### src/rtl/riscv_pkg.sv
// Shared types for the EX operand stage: ALU codes, operand-select encodings
// and control-bundle bit positions.
package riscv_pkg;

  typedef enum logic [3:0] {
    ALU_AND = 4'b0000,
    ALU_SUB = 4'b0001,
    ALU_ADD = 4'b0010,
    ALU_OR  = 4'b0011,
    ALU_XOR = 4'b0100,
    ALU_SRA = 4'b0101,
    ALU_SLL = 4'b0110,
    ALU_SLT = 4'b0111,
    ALU_BEQ = 4'b1000,
    ALU_SRL = 4'b1001,
    ALU_BGE = 4'b1010,
    ALU_BLT = 4'b1011,
    ALU_BNE = 4'b1100,
    ALU_LUI = 4'b1101
  } alu_op_e;

  typedef enum logic [1:0] {
    SRC_A_REG  = 2'b00,
    SRC_A_PC   = 2'b01,
    SRC_A_ZERO = 2'b10,
    SRC_A_RSVD = 2'b11
  } src_a_sel_e;

  typedef enum logic [1:0] {
    FWD_REG = 2'b00,
    FWD_EXM = 2'b01,
    FWD_WB  = 2'b10
  } fwd_sel_e;

  // Control bundle layout: {reg_write, mem_read, mem_write}
  localparam int unsigned CTRL_W         = 3;
  localparam int unsigned CTRL_REG_WRITE = 2;
  localparam int unsigned CTRL_MEM_READ  = 1;
  localparam int unsigned CTRL_MEM_WRITE = 0;

endpackage

### src/rtl/fwd_unit.sv
// Per-operand forwarding select: EX/MEM has priority over MEM/WB, x0 never forwarded.
module fwd_unit
  import riscv_pkg::*;
#(
  parameter int unsigned REG_ADDR_W = 5
) (
  input  logic [REG_ADDR_W-1:0] rs_i,
  input  logic                  exm_reg_write_i,
  input  logic [REG_ADDR_W-1:0] exm_rd_i,
  input  logic                  wb_reg_write_i,
  input  logic [REG_ADDR_W-1:0] wb_rd_i,
  output fwd_sel_e              sel_o
);

  always_comb begin
    sel_o = FWD_REG;
    if (exm_reg_write_i && (exm_rd_i != '0) && (exm_rd_i == rs_i)) begin
      sel_o = FWD_EXM;
    end else if (wb_reg_write_i && (wb_rd_i != '0) && (wb_rd_i == rs_i)) begin
      sel_o = FWD_WB;
    end
  end

endmodule

### src/rtl/ex_operand_stage.sv
// ID/EX register with EX-stage operand forwarding, ALU source muxing and
// load-use detection. Optional counters under `EX_OPERAND_PERF_EN.
module ex_operand_stage
  import riscv_pkg::*;
#(
  parameter int unsigned DATA_WIDTH    = 32,
  parameter int unsigned OPCODE_LENGTH = 4,
  parameter int unsigned REG_ADDR_W    = 5
) (
  input  logic                     clk,
  input  logic                     rst_n,
  input  logic                     stall_i,
  input  logic                     flush_i,
  input  logic                     id_valid_i,
  input  logic [DATA_WIDTH-1:0]    id_pc_i,
  input  logic [DATA_WIDTH-1:0]    id_rs1_data_i,
  input  logic [DATA_WIDTH-1:0]    id_rs2_data_i,
  input  logic [DATA_WIDTH-1:0]    id_imm_i,
  input  logic [REG_ADDR_W-1:0]    id_rs1_i,
  input  logic [REG_ADDR_W-1:0]    id_rs2_i,
  input  logic [REG_ADDR_W-1:0]    id_rd_i,
  input  logic [OPCODE_LENGTH-1:0] id_alu_op_i,
  input  logic [1:0]               id_src_a_sel_i,
  input  logic                     id_src_b_imm_i,
  input  logic [2:0]               id_ctrl_i,
  input  logic                     exm_reg_write_i,
  input  logic [REG_ADDR_W-1:0]    exm_rd_i,
  input  logic [DATA_WIDTH-1:0]    exm_result_i,
  input  logic                     wb_reg_write_i,
  input  logic [REG_ADDR_W-1:0]    wb_rd_i,
  input  logic [DATA_WIDTH-1:0]    wb_data_i,
  output logic [DATA_WIDTH-1:0]    SrcA,
  output logic [DATA_WIDTH-1:0]    SrcB,
  output logic [OPCODE_LENGTH-1:0] Operation,
  output logic                     ex_valid_o,
  output logic [REG_ADDR_W-1:0]    ex_rd_o,
  output logic [2:0]               ex_ctrl_o,
  output logic [DATA_WIDTH-1:0]    ex_store_data_o,
  output logic                     load_use_hazard_o
`ifdef EX_OPERAND_PERF_EN
  ,
  output logic [31:0]              bubble_cnt_o,
  output logic [31:0]              fwd_cnt_o
`endif
);

  logic                     valid_q,     valid_d;
  logic [DATA_WIDTH-1:0]    pc_q,        pc_d;
  logic [DATA_WIDTH-1:0]    rs1_data_q,  rs1_data_d;
  logic [DATA_WIDTH-1:0]    rs2_data_q,  rs2_data_d;
  logic [DATA_WIDTH-1:0]    imm_q,       imm_d;
  logic [REG_ADDR_W-1:0]    rs1_q,       rs1_d;
  logic [REG_ADDR_W-1:0]    rs2_q,       rs2_d;
  logic [REG_ADDR_W-1:0]    rd_q,        rd_d;
  logic [OPCODE_LENGTH-1:0] alu_op_q,    alu_op_d;
  logic [1:0]               src_a_sel_q, src_a_sel_d;
  logic                     src_b_imm_q, src_b_imm_d;
  logic [CTRL_W-1:0]        ctrl_q,      ctrl_d;

  fwd_sel_e              fwd_a_sel, fwd_b_sel;
  logic [DATA_WIDTH-1:0] fwd_rs1, fwd_rs2;

  always_comb begin
    valid_d     = valid_q;
    pc_d        = pc_q;
    rs1_data_d  = rs1_data_q;
    rs2_data_d  = rs2_data_q;
    imm_d       = imm_q;
    rs1_d       = rs1_q;
    rs2_d       = rs2_q;
    rd_d        = rd_q;
    alu_op_d    = alu_op_q;
    src_a_sel_d = src_a_sel_q;
    src_b_imm_d = src_b_imm_q;
    ctrl_d      = ctrl_q;
    if (flush_i) begin
      valid_d     = 1'b0;
      pc_d        = '0;
      rs1_data_d  = '0;
      rs2_data_d  = '0;
      imm_d       = '0;
      rs1_d       = '0;
      rs2_d       = '0;
      rd_d        = '0;
      alu_op_d    = '0;
      src_a_sel_d = '0;
      src_b_imm_d = 1'b0;
      ctrl_d      = '0;
    end else if (!stall_i) begin
      valid_d     = id_valid_i;
      pc_d        = id_pc_i;
      rs1_data_d  = id_rs1_data_i;
      rs2_data_d  = id_rs2_data_i;
      imm_d       = id_imm_i;
      rs1_d       = id_rs1_i;
      rs2_d       = id_rs2_i;
      rd_d        = id_rd_i;
      alu_op_d    = id_alu_op_i;
      src_a_sel_d = id_src_a_sel_i;
      src_b_imm_d = id_src_b_imm_i;
      ctrl_d      = id_valid_i ? id_ctrl_i : '0;
    end
  end

  always_ff @(posedge clk or negedge rst_n) begin
    if (!rst_n) begin
      valid_q     <= 1'b0;
      pc_q        <= '0;
      rs1_data_q  <= '0;
      rs2_data_q  <= '0;
      imm_q       <= '0;
      rs1_q       <= '0;
      rs2_q       <= '0;
      rd_q        <= '0;
      alu_op_q    <= '0;
      src_a_sel_q <= '0;
      src_b_imm_q <= 1'b0;
      ctrl_q      <= '0;
    end else begin
      valid_q     <= valid_d;
      pc_q        <= pc_d;
      rs1_data_q  <= rs1_data_d;
      rs2_data_q  <= rs2_data_d;
      imm_q       <= imm_d;
      rs1_q       <= rs1_d;
      rs2_q       <= rs2_d;
      rd_q        <= rd_d;
      alu_op_q    <= alu_op_d;
      src_a_sel_q <= src_a_sel_d;
      src_b_imm_q <= src_b_imm_d;
      ctrl_q      <= ctrl_d;
    end
  end

  fwd_unit #(.REG_ADDR_W(REG_ADDR_W)) u_fwd_a (
    .rs_i            (rs1_q),
    .exm_reg_write_i (exm_reg_write_i),
    .exm_rd_i        (exm_rd_i),
    .wb_reg_write_i  (wb_reg_write_i),
    .wb_rd_i         (wb_rd_i),
    .sel_o           (fwd_a_sel)
  );

  fwd_unit #(.REG_ADDR_W(REG_ADDR_W)) u_fwd_b (
    .rs_i            (rs2_q),
    .exm_reg_write_i (exm_reg_write_i),
    .exm_rd_i        (exm_rd_i),
    .wb_reg_write_i  (wb_reg_write_i),
    .wb_rd_i         (wb_rd_i),
    .sel_o           (fwd_b_sel)
  );

  always_comb begin
    case (fwd_a_sel)
      FWD_EXM: fwd_rs1 = exm_result_i;
      FWD_WB:  fwd_rs1 = wb_data_i;
      default: fwd_rs1 = rs1_data_q;
    endcase
    case (fwd_b_sel)
      FWD_EXM: fwd_rs2 = exm_result_i;
      FWD_WB:  fwd_rs2 = wb_data_i;
      default: fwd_rs2 = rs2_data_q;
    endcase
  end

  // Reserved select encoding falls through to zero alongside SRC_A_ZERO
  always_comb begin
    case (src_a_sel_e'(src_a_sel_q))
      SRC_A_REG: SrcA = fwd_rs1;
      SRC_A_PC:  SrcA = pc_q;
      default:   SrcA = '0;
    endcase
  end

  assign SrcB            = src_b_imm_q ? imm_q : fwd_rs2;
  assign ex_store_data_o = fwd_rs2;
  assign Operation       = alu_op_q;
  assign ex_valid_o      = valid_q;
  assign ex_rd_o         = rd_q;
  assign ex_ctrl_o       = ctrl_q;

  assign load_use_hazard_o = id_valid_i && valid_q && ctrl_q[CTRL_MEM_READ] &&
                             (rd_q != '0) &&
                             ((rd_q == id_rs1_i) || (rd_q == id_rs2_i));

`ifdef EX_OPERAND_PERF_EN
  logic [31:0] bubble_cnt_q, bubble_cnt_d;
  logic [31:0] fwd_cnt_q,    fwd_cnt_d;
  logic [1:0]  fwd_num;

  always_comb begin
    fwd_num      = {1'b0, fwd_a_sel != FWD_REG} + {1'b0, fwd_b_sel != FWD_REG};
    bubble_cnt_d = flush_i ? bubble_cnt_q + 32'd1 : bubble_cnt_q;
    fwd_cnt_d    = (valid_q && !stall_i) ? fwd_cnt_q + {30'd0, fwd_num} : fwd_cnt_q;
  end

  always_ff @(posedge clk or negedge rst_n) begin
    if (!rst_n) begin
      bubble_cnt_q <= '0;
      fwd_cnt_q    <= '0;
    end else begin
      bubble_cnt_q <= bubble_cnt_d;
      fwd_cnt_q    <= fwd_cnt_d;
    end
  end

  assign bubble_cnt_o = bubble_cnt_q;
  assign fwd_cnt_o    = fwd_cnt_q;
`endif

endmodule

### config.mk
export PLATFORM = sky130hd
export DESIGN_NAME = ex_operand_stage
export DESIGN_NICKNAME = d
export VERILOG_FILES = /design/src/rtl/riscv_pkg.sv /design/src/rtl/fwd_unit.sv /design/src/rtl/ex_operand_stage.sv
export SDC_FILE = /design/constraint.sdc
export NUM_CORES = 1
export LEC_CHECK = 0
export ABC_AREA = 1
export BUFFER_PORTS_ARGS = -buffer_cell sky130_fd_sc_hd__buf_2
export CORE_ASPECT_RATIO = 1.25
export CORE_MARGIN = 2
export CORE_UTILIZATION = 50
export DETAILED_ROUTE_END_ITERATION = 7
export GPL_ROUTABILITY_DRIVEN = 0
export GPL_TIMING_DRIVEN = 1
export PLACE_DENSITY = 0.82
export SYNTH_ARGS = -nofsm -noshare
export SYNTH_HDL_FRONTEND = slang
export SYNTH_HIERARCHICAL = 1
export SYNTH_SLANG_ARGS = --single-unit
### constraint.sdc
create_clock -name clk -period 2.15 [get_ports clk]
set_clock_uncertainty 0.05 [all_clocks]
set_input_delay 0.1075 -clock clk [delete_from_list [all_inputs] [get_ports clk]]
set_output_delay 0.1075 -clock clk [all_outputs]
set_load 0.02 [all_outputs]
==> impl_metrics.json, run 1 <==
{
  "clockBufferDepth": 2,
  "ios": 344,
  "worst_endpoint": "SrcB[15]",
  "worst-ep-kind": "primary output",
  "synth.distinct_cells": 23,
  "synthTopCellsByArea": "dfrtp_1 (44%), nand2_1 (17%), nand3_1 (5.5%)",
  "status": "did not finish",
  "die_height_um": 151.5,
  "stop_error": "[ERROR GRT-0232] Routing congestion too high. Check the congestion heatmap in the GUI.",
  "grt_overflow": 63,
  "rows": 53,
  "failing_step": "global routing (5_1_grt)",
  "clock-sinks": 154,
  "grt_max_degree": 64,
  "numCtsBuffers": 17,
  "synth_area_um2": 8706,
  "synth_top_cell_by_area": "dfrtp_1",
  "yosysWarnings": 6,
  "avgSynthCellArea_um2": 7.261,
  "grt_util_all_layers": 0.7657,
  "ys_seq_area_frac": 0.4427,
  "die_w_um": 122.0,
  "portBuffers": 343,
  "dpl.cell_count": 1747,
  "cts_root_buf": "clkbuf_16",
  "start_util": 0.5148,
  "cts_max_level": 4,
  "netlist_instances": 1199,
  "synth_fp_nets": 1437,
  "ys_ff_latch": 154,
  "dp_hpwl_um": 25020,
  "synth_top_cell_area_share": 0.4427
}
-- per-stage QoR --
step	hold WS, ns	instance area (um^2)	utilization	worst slack [ns]	setup TNS [ns]
detailed placement	0.08082	11040	0.6530	-0.2985	-12.09
global placement	0.07664	11040	0.6530	-0.2573	-8.945
CTS	0.0009563	14480	0.8562	-0.6111	-49.41
floorplan	-0.2381	8798	-	-0.004844	-0.004844
-- cell usage after synthesis, drive strengths merged --
master  count
nand4       2
nand2     407
clkbuf     11
nand3      95
xor2        2
nor2       55
ha          4
a21boi      2
buf        68
a21oi     124
o22ai      32
dfrtp     154
inv       114
o21ai     127
xnor2       2
-- layer usage --
layer,GRT usage,GRT overflow
met5,0.3295,0
met4,0.7511,32
met3,0.6564,0
met2,0.9215,30
met1,0.7444,1
-- cells by family after synthesis --
logic type,count (synthesis),share of synthesized area
AO/OA/AOI/OAI,285,0.1863
XOR/XNOR,4,0.004025
adder cells (fa/ha/maj),4,0.005749
buffers and inverters,193,0.1032
flip-flops,154,0.4427
AND/OR/NAND/NOR,559,0.2581
-- repair_timing --
action,4_1_cts
hold endpoints to repair,211
resized for setup,265
pin swaps,15
cloned,7
endpoints found under the setup margin,96
hold buffers,167
buffers inserted,6
==> run 2, diff against run 1 <==
--- a/config.mk
+++ b/config.mk
@@ -7,13 +7,12 @@
 export LEC_CHECK = 0
 export ABC_AREA = 1
 export BUFFER_PORTS_ARGS = -buffer_cell sky130_fd_sc_hd__buf_2
-export CORE_ASPECT_RATIO = 1.25
 export CORE_MARGIN = 2
-export CORE_UTILIZATION = 50
+export CORE_UTILIZATION = 40
 export DETAILED_ROUTE_END_ITERATION = 7
 export GPL_ROUTABILITY_DRIVEN = 0
 export GPL_TIMING_DRIVEN = 1
-export PLACE_DENSITY = 0.82
+export PLACE_DENSITY_LB_ADDON = 0.15
 export SYNTH_ARGS = -nofsm -noshare
 export SYNTH_HDL_FRONTEND = slang
 export SYNTH_HIERARCHICAL = 1
==> run 2 against run 1 <==
Net effect: synthesized cell count did not move; the flow now finishes, with violations (negative setup slack); synthesized area did not move.
==> impl_metrics.json, run 2 <==
{
  "status": "complete, but fails checks",
  "violations": "negative setup slack",
  "ant_nets": 0,
  "layout.nets": 1974,
  "avgSynthCellArea_um2": 7.261,
  "ys_seq_area_frac": 0.4427,
  "final_common_cell": "nand2_1",
  "die_area_um2": 22960,
  "start_util": 0.4103,
  "synth_top_cell_area_share": 0.4427,
  "die_w_um": 151.5,
  "ir_drop_mv": 0.5003,
  "most-common-layout-cells": "nand2_1 (359), buf_2 (245), dlygate4sd3_1 (158)",
  "grt_antenna_before_repair": 3,
  "slowest_delay_ns": 0.43,
  "start_kind": "flop",
  "numCtsBuffers": 17,
  "finalHoldViolCount": 0,
  "ys_ff_latch": 154,
  "synthFlopType": "dfrtp_1",
  "utilization": 0.7154,
  "cp_cell_sequence": "buf_6 > xor2_1 > nor2_1 > nand3_1 > nor2_4 > ha_4 > clkinv_8 > buf_12 > nor2_2 > a21oi_2 > buf_4 > buf_4 > buf_6",
  "clock-sinks": 154,
  "yosys.cell_count.top_type": "nand2_1",
  "worstSkewPairLatency_ns": 0.43,
  "die_height_um": 151.5,
  "total_power_w": 0.008402,
  "setup_ws_ns": -0.6407,
  "slew_violations": 0,
  "portBuffers": 343,
  "leakage_nw": 7.299,
  "path_max_fanout": 9,
  "period_minus_slack_ns": 2.791,
  "core-area_um2": 21220,
  "crit_slowest_cell": "dfrtp_1",
  "place_ws_ns": -0.2496,
  "crit_required_ns": 1.99,
  "yosysWarnings": 6,
  "setup_viol": 96,
  "cp.arrival_ns": 2.63,
  "p_per_area_nw_per_um2": 553.4,
  "synth.distinct_cells": 23,
  "fmax_ghz": 0.3583,
  "area_growth_pct": 74.39,
  "cts_max_level": 4,
  "drc": 0,
  "period_share": 1.298,
  "avgRoutedWirePerCell_um": 18.67,
  "rows": 53,
  "drive_gt1_frac": 0.4117,
  "firstDrtPassIters": 5,
  "cts_root_buf": "clkbuf_16",
  "grt_max_degree": 92,
  "synth_fp_nets": 1437,
  "via_per_inst": 5.253,
  "vias": 10648,
  "synth_area_um2": 8706,
  "async_flop_share": 1.000,
  "maxCapViolations": 0,
  "synth_edf_count": 0,
  "rsz0062_at_grt": "true",
  "critPathKind": "flop to primary output",
  "netlist_instances": 1199,
  "fillers": 1582,
  "ios": 344,
  "synthTopCellsByArea": "dfrtp_1 (44%), nand2_1 (17%), nand3_1 (5.5%)",
  "drt_iter0_markers": 580,
  "grt_pass1_vias": 10335,
  "wl_um": 37850,
  "worst_pin_slew_ns": 0.6953,
  "grt_util_all_layers": 0.3105,
  "clk_pin_slew_ns": 0.07,
  "cts_tree": "done",
  "grt_overflow": 0,
  "dp_hpwl_um": 24450,
  "end_kind": "primary output",
  "clockBufferDepth": 2,
  "ys_top_cells_by_count": "nand2_1 (402), dfrtp_1 (154), inv_1 (109)",
  "grt_first_pass_wirelength_um": 54820,
  "synth_top_cell_by_area": "dfrtp_1",
  "min_path_type": "input port to asynchronous set/reset pin",
  "slew_headroom": 0.5359
}
## run 2: cell counts after synthesis
Identical to the previous run, type by type.
## run 2: final timing paths
kind	from	end	slack, ns	depth (start not counted)
setup / recovery	rs2_q[3]	ex_store_data_o[0]	-0.64	13
hold / removal	rst_n	imm_q[25]	0.18	3
setup reg to reg	src_b_imm_q	src_b_imm_q	1.03	3
hold reg to reg	Operation[0]	Operation[0]	0.46	2
max in group asynchronous	rst_n	rs1_data_q[7]	1.39	3
min in group clk	stall_i	rs2_data_q[8]	0.20	5
## run 2: through the flow
stage,instances,hold WS [ns],cell area [um^2],TNS [ns]
final,2027,0.1776,15180,-51.32
after global routing,2027,0.2231,15180,-61.83
after CTS,1999,0.1856,14050,-44.93
after detailed placement,1798,0.07606,11060,-11.46
after global placement,1798,0.08438,11060,-7.939
after floorplan,1199,-0.2381,8798,-0.004844
## run 2: critical path, delay by kind of cell (launching register included)
| family | cells | cell delay (ns) |
|---|---|---|
| compound gates | 1 | 0.18 |
| xor+xnor | 1 | 0.14 |
| fa+ha+maj | 1 | 0.26 |
| buf+inv | 6 | 0.72 |
| flops | 1 | 0.43 |
| simple gates | 4 | 0.45 |
## run 2: layout make-up
class / instances / area, um^2 / area share
timing repair buffer: 597 / 4960 / 0.3267
clock inverter: 13 / 133.9 / 0.008818
multi-input combinational: 852 / 5001 / 0.3294
antenna: 3 / 7.507 / 0.0004945
inverter: 114 / 447.9 / 0.02950
tap: 275 / 344.1 / 0.02266
clock buffer: 19 / 432.9 / 0.02851
sequential: 154 / 3855 / 0.2539
## run 2: timing repair
action / in CTS / in global routing
setup buffers: 10 / 22
endpoints found under the setup margin: 96 / 96
pin swaps: 17 / 36
endpoints found under the hold margin: 308 / 0
hold buffers: 158 / 0
resized for setup: 221 / 222
cloned: 1 / 4
## run 2: routing by layer
metal	track usage	routed length, um	vias up
met5	0	0	-
met4	0.1361	1346	0
met3	0.05719	2703	97
met2	0.5342	18960	534
met1	0.3816	14840	5075
li1	-	-	4942
## run 2: power breakdown
group | switching (W) | internal, W
logic | 0.00123 | 0.00103
registers | 0.000101 | 0.00306
clock network | 0.00136 | 0.00163
## run 2: kinds of logic (layout without fill, tap and decap cells)
| family | Yosys count | count (layout) | synth area share |
|---|---|---|---|
| compound gates | 285 | 285 | 0.1863 |
| other cells | 0 | 3 | 0 |
| fa+ha+maj | 4 | 4 | 0.005749 |
| xor+xnor | 4 | 4 | 0.004025 |
| flops | 154 | 154 | 0.4427 |
| buf+inv | 193 | 743 | 0.1032 |
| simple gates | 559 | 559 | 0.2581 |
No activity file was read; power rests on OpenSTA's default activity.
==> run 3, diff against run 2 <==
--- a/config.mk
+++ b/config.mk
@@ -13,6 +13,7 @@
 export GPL_ROUTABILITY_DRIVEN = 0
 export GPL_TIMING_DRIVEN = 1
 export PLACE_DENSITY_LB_ADDON = 0.15
+export SKIP_CTS_REPAIR_TIMING = 1
 export SYNTH_ARGS = -nofsm -noshare
 export SYNTH_HDL_FRONTEND = slang
 export SYNTH_HIERARCHICAL = 1
==> constraint.sdc (replaced) <==
create_clock -name clk -period 2.6 [get_ports clk]
set_clock_uncertainty 0.05 [all_clocks]
set_input_delay 0.13 -clock clk [delete_from_list [all_inputs] [get_ports clk]]
set_output_delay 0.13 -clock clk [all_outputs]
set_load 0.02 [all_outputs]
==> run 3 against run 2 <==
Net effect: the run ends with negative hold slack, negative setup slack left; critical endpoint is now SrcA[20]; largest cell class unchanged; first-iteration DRC count increased by 47%; via count decreased by 0.29%; count of clock-buffer cells in the layout grew 1; setup slack better by 0.36 ns; global-route usage is 2.1 points lower; final cell count down 1.3%; total power shrank 15%; flip-flop and latch count unchanged; critical path depth grew 2; die area unchanged; hold slack worse by 0.20 ns; largest power group is now the clock network.
==> impl_metrics.json, run 3 (synthesis gave the netlist of run 2 again) <==
{
  "die_height_um": 151.5,
  "cts_tree": "done",
  "firstDrtPassIters": 7,
  "drc": 0,
  "grt_overflow": 0,
  "dpl-instance-area_um2": 10750,
  "fmax_ghz": 0.3471,
  "drive_gt1_frac": 0.3554,
  "cts_max_level": 4,
  "core-area_um2": 21220,
  "slew_violations": 0,
  "period_share": 1.108,
  "fin_cells": 2001,
  "dpl.cell_count": 1773,
  "total_power_w": 0.007121,
  "most-common-layout-cells": "nand2_1 (385), buf_2 (248), dlygate4sd3_1 (158)",
  "die_area_um2": 22960,
  "clk_pin_slew_ns": 0.07,
  "p_per_area_nw_per_um2": 494.9,
  "grt_first_pass_wirelength_um": 50140,
  "path_max_fanout": 8,
  "worst_pin_slew_ns": 0.9743,
  "layout.nets": 1947,
  "status": "complete, but fails checks",
  "slew_headroom": 0.3505,
  "violations": "negative hold slack, negative setup slack",
  "grt_antenna_before_repair": 5,
  "cp.arrival_ns": 2.70,
  "final_common_cell": "nand2_1",
  "final_area_um2": 14390,
  "portBuffers": 343,
  "start_util": 0.4103,
  "clockBufferDepth": 2,
  "end_kind": "primary output",
  "avgRoutedWirePerCell_um": 19.23,
  "rsz0062_at_grt": "true",
  "ir_drop_mv": 0.3959,
  "area_growth_pct": 65.28,
  "finalHoldViolCount": 1,
  "via_per_inst": 5.306,
  "maxCapViolations": 0,
  "vias": 10617,
  "numCtsBuffers": 17,
  "grtUsageMet2": 0.4950,
  "gr-max-usage-layer": "met2",
  "dp_hpwl_um": 24560,
  "worstSkewPairLatency_ns": 0.42,
  "grt_util_all_layers": 0.2894,
  "die_w_um": 151.5,
  "r2r_cells": 2,
  "wl_um": 38490,
  "rows": 53,
  "ios": 344,
  "grt_max_degree": 83,
  "drt_iter0_markers": 854,
  "setup_viol": 85,
  "ant_nets": 0,
  "worst_hold_slack_ns": -0.02130,
  "crit_required_ns": 2.42,
  "use_met3": 0.07485,
  "start_kind": "flop",
  "whs_path_depth": 3,
  "grt_use_met1": 0.3498,
  "setup_ws_ns": -0.2814,
  "min_path_type": "input port to flop",
  "clock-sinks": 154,
  "setup_tns_ns": -13.08,
  "cts_root_buf": "clkbuf_16",
  "critPathKind": "flop to primary output",
  "grt_pass1_vias": 9198,
  "period_minus_slack_ns": 2.881,
  "leakage_nw": 6.965
}
==> run 3: routing by layer <==
| metal | up-vias | share of wire |
|---|---|---|
| met5 | - | 0 |
| met4 | 0 | 0.034 |
| met3 | 94 | 0.089 |
| met2 | 574 | 0.50 |
| met1 | 5058 | 0.38 |
| li1 | 4891 | - |
==> run 3: area by class of cell <==
class | instances | area [um^2]
antenna | 4 | 10.01
clock buffer | 20 | 456.7
clock inverter | 12 | 186.4
fill | 1722 | 6832
inverter | 114 | 444.2
multi-input combinational | 852 | 4561
sequential | 154 | 3855
tap | 275 | 344.1
timing repair buffer | 570 | 4532
==> run 3: where the power goes <==
part / internal (W) / switching [W] / leakage, nW / total (W)
Combinational: 0.000770 / 0.000968 / 4.61 / 0.00174
Clock: 0.00167 / 0.00110 / 0.309 / 0.00277
Sequential: 0.00253 / 0.0000829 / 2.05 / 0.00261
Total: 0.00497 / 0.00215 / 6.97 / 0.00712
==> run 3: worst paths after layout <==
kind	from	endpoint	slack, ns
max in group asynchronous	rst_n	rs2_data_q[20]	1.43
max	rs1_q[3]	SrcA[20]	-0.28
min	id_rs2_i[2]	rs2_q[2]	-0.02
max reg2reg	src_b_imm_q	src_b_imm_q	1.30
min reg2reg	rs1_data_q[26]	rs1_data_q[26]	0.46
min in group asynchronous	rst_n	rs2_data_q[0]	0.26
==> run 3: worst max-delay path, stage by stage (launching register included) <==
cell        delay, ns
dfrtp_1          0.41
inv_2            0.06
nand2_2          0.06
nand2_2          0.06
nor2_2           0.11
nand3_2          0.11
nor2_4           0.20
nor2_4           0.07
ha_4             0.26
buf_12           0.14
clkinvlp_4       0.11
buf_12           0.15
nand2_4          0.06
a21oi_4          0.18
o22ai_2          0.11
buf_6            0.15
==> run 3: metrics by stage <==
step	setup WS, ns	util
finish	-0.2814	0.6781
global route	-0.4361	0.6781
CTS	-0.6127	0.5367
detailed placement	-0.1365	0.5064
global placement	-0.1107	0.5064
floorplan	0.3159	-
==> run 4, diff against run 3 <==
--- a/config.mk
+++ b/config.mk
@@ -8,7 +8,7 @@
 export ABC_AREA = 1
 export BUFFER_PORTS_ARGS = -buffer_cell sky130_fd_sc_hd__buf_2
 export CORE_MARGIN = 2
-export CORE_UTILIZATION = 40
+export CORE_UTILIZATION = 45
 export DETAILED_ROUTE_END_ITERATION = 7
 export GPL_ROUTABILITY_DRIVEN = 0
 export GPL_TIMING_DRIVEN = 1
==> run 4 against run 3 <==
Net effect: via count is 1.9% higher; setup slack lost 0.014 ns; critical endpoint is now SrcB[4]; final area increased by 0.48%; utilization up 9.0 points; non-clock buffer count increased by 6; final cell count down 0.65%; the flow still finishes with violations (negative hold slack, negative setup slack); flip-flop and latch count is the same; clock power down 7.6%.
==> impl_metrics.json, run 4 (synthesis gave the netlist of run 2 again) <==
{
  "die_w_um": 143.1,
  "avgRoutedWirePerCell_um": 19.65,
  "setup_ws_ns": -0.2952,
  "fin_cells": 1988,
  "rsz0062_at_grt": "true",
  "leakage_nw": 7.088,
  "finalHoldViolCount": 2,
  "grt_max_degree": 83,
  "most-common-layout-cells": "nand2_1 (376), buf_2 (256), dlygate4sd3_1 (157)",
  "p_per_area_nw_per_um2": 477.9,
  "crit_slowest_cell": "dfrtp_1",
  "setup_tns_ns": -13.38,
  "path_max_fanout": 6,
  "start_util": 0.4623,
  "status": "complete, but fails checks",
  "cp.arrival_ns": 2.72,
  "portBuffers": 343,
  "crit_required_ns": 2.42,
  "firstDrtPassIters": 7,
  "grt_first_pass_wirelength_um": 49550,
  "period_minus_slack_ns": 2.895,
  "cts_root_buf": "clkbuf_16",
  "final_common_cell": "nand2_1",
  "grt_util_all_layers": 0.3176,
  "ir_drop_mv": 0.3952,
  "core-area_um2": 18830,
  "slew_violations": 0,
  "worst_pin_slew_ns": 0.9511,
  "diodes": 0,
  "die_height_um": 143.1,
  "dpl.cell_count": 1756,
  "ios": 344,
  "fmax_ghz": 0.3454,
  "violations": "negative hold slack, negative setup slack",
  "setup_viol": 91,
  "min_path_type": "input port to flop",
  "grt_overflow": 0,
  "rows": 50,
  "drt_iter0_markers": 844,
  "die_area_um2": 20470,
  "clock-sinks": 154,
  "end_kind": "primary output",
  "area_growth_pct": 66.07,
  "worst_hold_slack_ns": -0.01059,
  "cts_tree": "done",
  "drc": 0,
  "cp_cell_sequence": "inv_2 > nand2_2 > nand2_1 > nor2_1 > nand3_2 > nor2_4 > nor2_4 > ha_4 > buf_8 > buf_6 > a21oi_2 > a21oi_2 > nand2_1 > o21ai_1 > buf_4",
  "ant_nets": 0,
  "dp_hpwl_um": 23970,
  "drive_gt1_frac": 0.3623,
  "start_kind": "flop",
  "worstSkewPairLatency_ns": 0.43,
  "slew_headroom": 0.3659,
  "numCtsBuffers": 17,
  "slowest_delay_ns": 0.42,
  "clockBufferDepth": 2,
  "via_per_inst": 5.442,
  "grt_antenna_before_repair": 0,
  "vias": 10818,
  "period_share": 1.114,
  "wl_um": 39070,
  "total_power_w": 0.006910,
  "critPathKind": "flop to primary output",
  "layout.nets": 1953,
  "cts_max_level": 4,
  "clk_pin_slew_ns": 0.06,
  "maxCapViolations": 0,
  "grt_pass1_vias": 8979
}
run 4: path summary, 6_finish.rpt:
path,startpoint,cells after the start,slack [ns],endpoint
setup reg to reg,src_b_imm_q,2,1.49,src_b_imm_q
max in group asynchronous,rst_n,3,1.47,rs1_data_q[3]
hold reg to reg,rs2_data_q[24],2,0.46,rs2_data_q[24]
min in group asynchronous,rst_n,2,0.27,rs2_data_q[15]
hold / removal,id_rs2_i[2],3,-0.01,rs2_q[2]
setup / recovery,rs2_q[3],15,-0.30,SrcB[4]
run 4: power breakdown:
part	total [W]	internal (W)	leakage [nW]	switching, W
clock	0.00256	0.00148	0.288	0.00108
sequential	0.00261	0.00253	2.05	0.0000794
combinational	0.00174	0.000751	4.75	0.000990
total	0.00691	0.00476	7.09	0.00215
run 4: area by class of cell:
class                      instances  area [um^2]
tap                              260        325.3
multi-input combinational        852         4684
timing repair buffer             576         4564
inverter                         114        435.4
clock inverter                    12        137.6
fill                            1332         4373
clock buffer                      20        456.7
sequential                       154         3854
run 4: per-layer routing:
| layer | wire length, um | track usage | vias up |
|---|---|---|---|
| li1 | - | - | 4898 |
| met3 | 3597 | 0.06137 | 152 |
| met1 | 14630 | 0.4005 | 5064 |
| met2 | 19130 | 0.5450 | 704 |
| met5 | 0 | 0 | - |
| met4 | 1717 | 0.1094 | 0 |
run 4: through the flow:
step                instance area (um^2)  hold WS, ns  worst slack [ns]    util
global route                       14460      0.01668           -0.4049  0.7678
global placement                   10670       0.1833            0.1412  0.5666
floorplan                           8706      -0.2156            0.3159       -
CTS                                11260      -0.2556           -0.3406  0.5981
finish                             14460     -0.01059           -0.2952  0.7678
detailed placement                 10670       0.1855            0.1216  0.5666
run 4: critical path, delay by kind of cell, from the launching register on:
kind            cells  cell delay, ns
compound gates      3            0.33
fa+ha+maj           1            0.35
buf+inv             4            0.52
flops               1            0.42
simple gates        7            0.68
